`config.mk`:
```
export PLATFORM = sky130hd
export DESIGN_NAME = stencil_window_gen_flat
export DESIGN_NICKNAME = d
export VERILOG_FILES = /design/src/rtl/stencil_window_if.sv /design/src/rtl/stencil_window_gen.sv /design/src/flat_wrapper.sv
export SDC_FILE = /design/constraint.sdc
export NUM_CORES = 2
export LEC_CHECK = 0
export ABC_AREA = 1
export BUFFER_PORTS_ARGS = -buffer_cell sky130_fd_sc_hd__buf_2
export CAP_MARGIN = 30
export CORE_ASPECT_RATIO = 2
export CORE_MARGIN = 4
export CORE_UTILIZATION = 35
export DETAILED_ROUTE_END_ITERATION = 6
export GPL_TIMING_DRIVEN = 0
export PLACE_DENSITY = 0.55
export SYNTH_ARGS = -nofsm -noshare
export SYNTH_HDL_FRONTEND = slang
export SYNTH_SLANG_ARGS = --single-unit
```
`constraint.sdc`:
```
create_clock -name clk -period 3.8 [get_ports clk]
set_clock_uncertainty 0.15 [all_clocks]
set_input_delay 0.38 -clock clk [delete_from_list [all_inputs] [get_ports clk]]
set_output_delay 0.38 -clock clk [all_outputs]
set_load 0.02 [all_outputs]
```
`src/rtl/stencil_window_if.sv`:
```
// Handshake bundle for the streaming 3x3 stencil window generator.
// The slave modport is the generator side: it takes pixels in and drives windows out.
// The master modport is the environment side: it feeds pixels and consumes windows.
// out_sum exists only when STENCIL_SUM_EN is defined.
interface stencil_window_if #(
    parameter int PIX_W = 8
);
    logic               in_valid;
    logic               in_ready;
    logic [PIX_W-1:0]   in_pixel;
    logic               out_valid;
    logic               out_ready;
    logic [9*PIX_W-1:0] out_win;
    logic [15:0]        out_x;
    logic [15:0]        out_y;
    logic               frame_done;
`ifdef STENCIL_SUM_EN
    logic [PIX_W+3:0]   out_sum;

    modport slave (
        input  in_valid, in_pixel, out_ready,
        output in_ready, out_valid, out_win, out_x, out_y, frame_done, out_sum
    );

    modport master (
        output in_valid, in_pixel, out_ready,
        input  in_ready, out_valid, out_win, out_x, out_y, frame_done, out_sum
    );
`else
    modport slave (
        input  in_valid, in_pixel, out_ready,
        output in_ready, out_valid, out_win, out_x, out_y, frame_done
    );

    modport master (
        output in_valid, in_pixel, out_ready,
        input  in_ready, out_valid, out_win, out_x, out_y, frame_done
    );
`endif
endinterface

```
`src/rtl/stencil_window_gen.sv`:
```
// Streaming 3x3 stencil window generator.
// Pixels arrive in raster order; two line buffers hold the previous two rows and
// three column registers hold the newest columns, so every interior pixel yields a
// full 3x3 window one cycle after its bottom-right pixel is accepted.
// Optional feature macro: STENCIL_SUM_EN adds out_sum, the registered sum of the
// nine window pixels, aligned with out_win.
module stencil_window_gen #(
    parameter int IMG_W = 128,
    parameter int IMG_H = 128,
    parameter int PIX_W = 8
) (
    input  logic             clk,
    input  logic             rst,
    stencil_window_if.slave  bus
);
    localparam int XW = $clog2(IMG_W);
    localparam int YW = $clog2(IMG_H);
    localparam int SW = PIX_W + 4;

    localparam logic [1:0] FILL = 2'd0;
    localparam logic [1:0] RUN  = 2'd1;
    localparam logic [1:0] LAST = 2'd2;

    logic [1:0]       state;
    logic [XW-1:0]    x;
    logic [YW-1:0]    y;

    logic [PIX_W-1:0] lb0 [IMG_W];
    logic [PIX_W-1:0] lb1 [IMG_W];

    // Column registers indexed by row: [0] is row y-2, [1] row y-1, [2] row y.
    // col1 holds column x-1 and col2 holds column x-2 of the current row band.
    logic [PIX_W-1:0] col1 [3];
    logic [PIX_W-1:0] col2 [3];
    logic [PIX_W-1:0] col_new [3];

    logic             pass_ready;
    logic             accept;
    logic             transfer;
    logic             load;
    logic             x_last;
    logic             y_last;
    logic [9*PIX_W-1:0] win_next;

`ifdef STENCIL_SUM_EN
    logic [SW-1:0]    sum_next;
`endif

    // Input side is open unless a window is stuck at the output or the frame is closing.
    assign pass_ready    = (state != LAST) && (!bus.out_valid || bus.out_ready);
    assign bus.in_ready  = rst || pass_ready;
    assign accept        = bus.in_valid && pass_ready;
    assign transfer      = bus.out_valid && bus.out_ready;
    assign x_last        = (x == XW'(IMG_W - 1));
    assign y_last        = (y == YW'(IMG_H - 1));
    assign load          = accept && (x >= XW'(2)) && (y >= YW'(2));
    assign bus.frame_done = !rst && (state == LAST) && transfer;

    // Newest column: two buffered rows above the incoming pixel at the same x.
    always_comb begin
        col_new[0] = lb0[x];
        col_new[1] = lb1[x];
        col_new[2] = bus.in_pixel;
    end

    // Assemble the candidate window; slot 3*r+c, c=0 is the oldest column.
    always_comb begin
        win_next = '0;
        for (int r = 0; r < 3; r++) begin
            win_next[PIX_W*(3*r+0) +: PIX_W] = col2[r];
            win_next[PIX_W*(3*r+1) +: PIX_W] = col1[r];
            win_next[PIX_W*(3*r+2) +: PIX_W] = col_new[r];
        end
    end

`ifdef STENCIL_SUM_EN
    // Adder tree over the nine candidate pixels, wide enough to never overflow.
    always_comb begin
        sum_next = '0;
        for (int r = 0; r < 3; r++) begin
            sum_next = sum_next + SW'(col2[r]) + SW'(col1[r]) + SW'(col_new[r]);
        end
    end
`endif

    // Line buffers and column registers; contents are always written before use.
    always_ff @(posedge clk) begin
        if (accept) begin
            lb0[x] <= lb1[x];
            lb1[x] <= bus.in_pixel;
            for (int r = 0; r < 3; r++) begin
                col2[r] <= col1[r];
                col1[r] <= col_new[r];
            end
        end
    end

    // Raster position counters and frame-phase state.
    always_ff @(posedge clk) begin
        if (rst) begin
            x     <= '0;
            y     <= '0;
            state <= FILL;
        end else begin
            if (accept) begin
                if (x_last) begin
                    x <= '0;
                    y <= y_last ? '0 : y + 1'b1;
                end else begin
                    x <= x + 1'b1;
                end
            end
            case (state)
                FILL: if (accept && (x == XW'(1)) && (y == YW'(2))) state <= RUN;
                RUN:  if (accept && x_last && y_last) state <= LAST;
                LAST: if (transfer) state <= FILL;
                default: state <= FILL;
            endcase
        end
    end

    // Output register: loads a new window, otherwise drops valid once it is taken.
    always_ff @(posedge clk) begin
        if (rst) begin
            bus.out_valid <= 1'b0;
            bus.out_win   <= '0;
            bus.out_x     <= '0;
            bus.out_y     <= '0;
`ifdef STENCIL_SUM_EN
            bus.out_sum   <= '0;
`endif
        end else if (load) begin
            bus.out_valid <= 1'b1;
            bus.out_win   <= win_next;
            bus.out_x     <= 16'(x) - 16'd1;
            bus.out_y     <= 16'(y) - 16'd1;
`ifdef STENCIL_SUM_EN
            bus.out_sum   <= sum_next;
`endif
        end else if (transfer) begin
            bus.out_valid <= 1'b0;
        end
    end
endmodule

```
`src/flat_wrapper.sv`:
```
// flat-port wrapper written by rule: the top's interface ports become plain ports
module stencil_window_gen_flat 
#(
    parameter int IMG_W = 128,
    parameter int IMG_H = 128,
    parameter int PIX_W = 8
)
  (clk, rst, bus_in_valid, bus_in_pixel, bus_out_ready, bus_in_ready, bus_out_valid, bus_out_win, bus_out_x, bus_out_y, bus_frame_done);
  stencil_window_if #(.PIX_W(PIX_W)) bus_i ();
  input  logic clk;
  input  logic rst;
  input wire logic [$bits(bus_i.in_valid)-1:0] bus_in_valid;
  input wire logic [$bits(bus_i.in_pixel)-1:0] bus_in_pixel;
  input wire logic [$bits(bus_i.out_ready)-1:0] bus_out_ready;
  output wire logic [$bits(bus_i.in_ready)-1:0] bus_in_ready;
  output wire logic [$bits(bus_i.out_valid)-1:0] bus_out_valid;
  output wire logic [$bits(bus_i.out_win)-1:0] bus_out_win;
  output wire logic [$bits(bus_i.out_x)-1:0] bus_out_x;
  output wire logic [$bits(bus_i.out_y)-1:0] bus_out_y;
  output wire logic [$bits(bus_i.frame_done)-1:0] bus_frame_done;
  assign bus_i.in_valid = bus_in_valid;
  assign bus_i.in_pixel = bus_in_pixel;
  assign bus_i.out_ready = bus_out_ready;
  assign bus_in_ready = bus_i.in_ready;
  assign bus_out_valid = bus_i.out_valid;
  assign bus_out_win = bus_i.out_win;
  assign bus_out_x = bus_i.out_x;
  assign bus_out_y = bus_i.out_y;
  assign bus_frame_done = bus_i.frame_done;
  stencil_window_gen #(.IMG_W(IMG_W), .IMG_H(IMG_H), .PIX_W(PIX_W)) u_core (.clk(clk), .rst(rst), .bus(bus_i));
endmodule
```
# After elaboration in Yosys (flattened, before gate mapping)

Memories as Yosys holds them, arrays and structs flattened. A register that Yosys moved wholly into a read port is not among the register bits.
Index checks and enable logic that the tools add are counted.

Register bits after elaboration: 121
Memory bits (writable): 2096
Bits of input ports: 12
Output and inout bits: 107
Logic and storage cells: 60
Memories kept: 4

Memory list:

| name        | depth | width | rd ports | clocked after Yosys merged registers in | write ports | RTL line                 | text |
|---|---|---|---|---|---|---|---|
| u_core.lb0  | 128   | 8     | 1        | 1                                       | 1           | stencil_window_gen.sv:28 | `logic [PIX_W-1:0] lb0 [IMG_W];` |
| u_core.lb1  | 128   | 8     | 1        | 1                                       | 1           | stencil_window_gen.sv:29 | `logic [PIX_W-1:0] lb1 [IMG_W];` |
| u_core.col1 | 3     | 8     | 3        | 0                                       | 3           | stencil_window_gen.sv:33 | `logic [PIX_W-1:0] col1 [3];` |
| u_core.col2 | 3     | 8     | 3        | 3                                       | 3           | stencil_window_gen.sv:34 | `logic [PIX_W-1:0] col2 [3];` |

Add/sub/neg operators: 4
Magnitude comparators: 2
Eq/ne operators: 10
Mux-type cells: 14
Reductions and logical operators: 19

Operator list:

| cell                                                | number |
|---|---|
| 2-to-1 mux 7 bit                                    | 6 |
| subtractor 7 x 1 -> 8 bit, second input constant    | 2 |
| adder 7 x 1 -> 7 bit, second input constant         | 2 |
| equality test 7 bit, second input constant          | 2 |
| >= comparator 7 x 2 -> 1 bit, second input constant | 2 |
| logical AND 1 bit                                   | 11 |
| equality test 7 x 1 -> 1 bit, second input constant | 1 |
| equality test 7 x 2 -> 1 bit, second input constant | 1 |
| 2-to-1 mux 2 bit                                    | 3 |
| != test 2 x 1 -> 1 bit, second input constant       | 3 |
| one-hot mux 2 bit (3 select lines)                  | 1 |
| 2-to-1 mux 1 bit                                    | 4 |
| AND reduction 3 bit                                 | 1 |
| equality test 2 x 1 -> 1 bit, second input constant | 1 |
| equality test 2 bit, second input constant          | 1 |
| logical NOT 1 bit                                   | 2 |
| logical NOT 2 bit                                   | 1 |
| logical OR 1 bit                                    | 2 |
| != test 2 bit, second input constant                | 1 |
| AND reduction 2 bit                                 | 1 |
| nonzero test 2 bit                                  | 1 |

# Logic depth before layout (Yosys ltp)

Depth after elaboration: 8
Mapped depth: 15
Mapped depth without buffers: 11

# Worst setup path before layout

OpenSTA, ideal clock, no wires.

Path kind: reg-to-reg
Start point: reg u_core.bus.out_valid
End point: mem u_core.lb0[100][0] (enable)
Library setup time: 0.388 ns
Arrival: 3.199 ns
Data required time: 3.262 ns
Setup slack: 0.063 ns
Stages on the path, launching flop included: 7
Buffers on the path: 1
Clock period less this slack: 3.737 ns
Cells stage by stage: dfxtp_1 > nand2_1 > nand3_2 > inv_1 > nand4_1 > clkbuf_1 > nor2_1

Cells in the longest elaborated chain, start to end: 6

RTL lines:

| element                                | RTL line                  | text |
|---|---|---|
| start: declaration                     | stencil_window_if.sv:32   | `output in_ready, out_valid, out_win, out_x, out_y, frame_done` |
| start signal: assignment               | stencil_window_gen.sv:125 | `bus.out_valid <= 1'b0;` |
| start signal: assignment               | stencil_window_gen.sv:133 | `bus.out_valid <= 1'b1;` |
| start signal: assignment               | stencil_window_gen.sv:141 | `bus.out_valid <= 1'b0;` |
| logical NOT 1 bit                      | stencil_window_gen.sv:50  | `assign pass_ready = (state != LAST) && (!bus.out_valid \|\| bus.out_ready);` |
| logical OR 1 bit                       | stencil_window_gen.sv:50  |  |
| logical AND 1 bit                      | stencil_window_gen.sv:50  |  |
| logical AND 1 bit                      | stencil_window_gen.sv:52  | `assign accept = bus.in_valid && pass_ready;` |
| via u_core.accept                      | stencil_window_gen.sv:38  | `logic accept;` |
| 2-to-1 mux 1 bit                       | stencil_window_gen.sv:88  | `if (accept) begin` |
| 2-to-1 mux 1 bit (implied by the code) | stencil_window_gen.sv:89  | `lb0[x] <= lb1[x];` |
| end: declaration                       | stencil_window_gen.sv:28  |  |

The timed path passes the listed nets, and every way through them passes these cells.

==> results.toml <==
[finish]
syn_to_final_growth_pct = 17.41
finalNetCount = 7886
drive_gt1_share_pct = 14.52
fillerInstances = 23458

[cts]
cts_tree = "yes"
cts_made_buffers = 187
clk_pin_slew_worst_paths_ns = 0.08
cts-root-buf = "clkbuf_16"
cts.sinks = 2208
h-tree-depth = 4
clockBufferDepth = 4
clk_latency_ns = 0.89

[critical_path]
cp-start-kind = "register"
arrival_ns = 4.29
cp.required_ns = 4.10
slowest_delay_ns = 0.44
slowest_stage = "buf_2"
cp_cell_sequence = "buf_4 > buf_2 > buf_2 > nand3_1 > nand3_1 > nand3_1 > nand3_1 > nand3_1 > nand3_4 > nand2_8 > buf_16"
critical_path_class = "reg2reg"
cp-end-kind = "register"
path_max_fanout = 68
crit_top_cell = "nand3_1"

[power]
sw_frac_of_total_pct = 25.60
p_int_w = 0.03864
p_switching_w = 0.01330
leakage_nw = 36.32
peakVddDrop_uv = 375.9
p_clk_share_pct = 37.4
p_per_area_nw_per_um2 = 501.8
seqPwrFrac_pct = 52.3
comb_power_share_pct = 10.3

[detailed_routing]
viasPerCell = 5.689
first_iter_violations = 8304
drt_pass1_iterations = 6
wl_um = 383900
drc = 0
wl_per_cell_um = 34.01
vias = 64225
drtAntennaViolNets = 0

[synth]
seq_area_frac_synth_pct = 73.94
synth_cell_types = 36
synth_edf_count = 2096
synth_nets = 7397
synth_cells = 7378
synth_area_sq_um = 88160
yosys_warnings = 0
synth-main-ff-cell = "edfxtp_1"
synth_seq_cells = 2208
syn_area_per_cell_sq_um = 11.95
async_flop_share_pct = 0

[global_route]
antenna_found_initial = 21
grt.overflow.total = 0
grt_first_pass_wirelength_um = 514200
grt_start_max_net_pins = 105
track_usage_pct = 28.78
first_global_vias = 61449

[die]
die_w_um = 362.9
coreArea_sq_um = 250800
start_util_pct = 35.15
fp.dieH_um = 717.8
rows = 260
die_area_sq_um = 260500
ioPinCount = 119

[sta]
finalMaxSlewViolations = 0
fin_crit_ns = 3.996
rsz0062_at_grt = "no"
maxSlewHeadroom_pct = 29.47
hold_violations = 0
holdWs_ns = 0.1189
setup_ws_ns = -0.1958
timing.setup.tns_ns = -42.24
setup_viol = 587
post-route-period-util_pct = 105.2
tightest_slew_ns = 1.055
timing.fmax_ghz = 0.2503

[job]
drv_cap = 0

[placement]
io_buffer_count = 118
finalWeightedCongestion = 0.9924
place_hpwl_um = 268900

[worst_hold_path]
hold_class = "in2reg"

[run_status]
violations = "negative setup slack"
status = "finished, violations left"
[state kept, by name, summed over array words and instances, names as in the netlist, named ones only]
| signal | cells |
|---|---|
| u_core.bus.out_win | 48 |
| u_core.x | 7 |
| u_core.bus.out_valid | 1 |
| u_core.col2 | 24 |
| u_core.state | 2 |
| u_core.y | 7 |
| u_core.col1 | 24 |
| u_core.lb0 | 1024 |
| u_core.lb1 | 1024 |
| bus_out_win | 24 |
| u_core.bus.out_y | 8 |
| u_core.bus.out_x | 8 |
[routing by layer]
metal  up-vias  global-route usage, %  part of all wire [%]
met4        10                  30.10                    13
met3      1490                  6.517                   8.5
met5         -                      0                 0.017
met2      4087                  47.99                    48
met1     31455                  28.43                    30
li1      27183                      -                     -
[synth_stat cells, types with 14 or more instances]
master	number	area, sq um
o21ai_0	62	310.3
buf_1	60	225.2
nor3_1	14	70.07
buf_4	77	578.1
a21oi_1	25	125.1
nor2_1	294	1104
edfxtp_1	2096	62940
nand3_1	2041	10210
clkbuf_1	86	322.8
buf_2	277	1386
inv_1	44	165.2
dfxtp_1	112	2242
nand2_1	2122	7965
[path summary, 6_finish.rpt]
kind | start | to | slack, ns | depth (start not counted)
min | bus_in_valid | u_core.x[1] | 0.12 | 3
min reg2reg | u_core.col1[0][20] | u_core.col2[0][20] | 0.29 | 0
max | register | u_core.lb0[85][4] | -0.20 | 11
max reg2reg | register | u_core.lb0[85][4] | -0.20 | 11
[cells by family (layout without fill, tap and decap cells)]
logic type                 Yosys count  in the layout  share of synthesized area, %
buffers and inverters              559           1174                         3.152
DFF                               2208           2208                         73.94
and+or+nand+nor                   4492           4502                         22.12
adders and majority gates            7              7                       0.09935
other                                0             12                             0
AOI/OAI and AO/OA                  103            103                        0.5961
xor gates and xnor gates             9              9                       0.08942
[cells in the final DEF (no fill, tap or decap), drive strengths merged, types with 14 or more instances in the layout]
cell type	netlist	final
nand2	2122	2132
edfxtp	2096	2096
nand3	2042	2042
buf	419	677
clkbuf	88	333
nor2	298	298
dfxtp	112	112
o21ai	74	74
clkinv	1	66
inv	51	55
a21oi	25	25
bufinv	0	17
nor3	14	14
[metrics by stage]
step	instance area, sq um	util (%)	worst slack, ns	power, W	std cells
floorplan	88160	-	0.06281	0.03005	7378
global placement	92850	37.02	-5.587	0.03261	10771
detailed placement	96270	38.38	-1.022	0.03262	10902
CTS	103100	41.12	0.0006279	0.05176	11267
global route	103500	41.26	0.002365	0.05299	11282
finish	103500	41.27	-0.1958	0.05194	11290
[area by class of cell]
| class | instances | area, sq um | share of cell area (%) |
|---|---|---|---|
| antenna | 12 | 30.03 | 0.02901 |
| buffer | 507 | 2915 | 2.816 |
| clock buffer | 230 | 4926 | 4.759 |
| clock inverter | 95 | 909.6 | 0.8788 |
| inverter | 52 | 205.2 | 0.1982 |
| multi-input combinational | 4621 | 21410 | 20.69 |
| sequential | 2208 | 65180 | 62.97 |
| tap | 3275 | 4098 | 3.959 |
| timing repair buffer | 290 | 3827 | 3.698 |
[repair_timing]
action / CTS / global route
setup buffers: 22 / 4
resized for setup: 178 / 51
endpoints found under the setup margin: 1871 / 908
gates cloned: 8 / 2
hold buffers: 10 / 0
pin swaps: 18 / 5
hold endpoints to repair: 383 / 0
[critical path: cells and delay by family, from the launching register on]
family / cells / cell delay, ns
DFF: 1 / 0.31
and+or+nand+nor: 7 / 1.55
buffers and inverters: 4 / 1.28
[power groups by stage]
stage	clock network, W	logic, W	registers (W)
CTS	0.0195	0.00515	0.0271
finish	0.0194	0.00537	0.0271
global route	0.0203	0.00551	0.0271
floorplan	0	0.00228	0.0278
detailed placement	0	0.00493	0.0277
global placement	0	0.00463	0.0280
No activity file was read; power rests on OpenSTA's default activity.
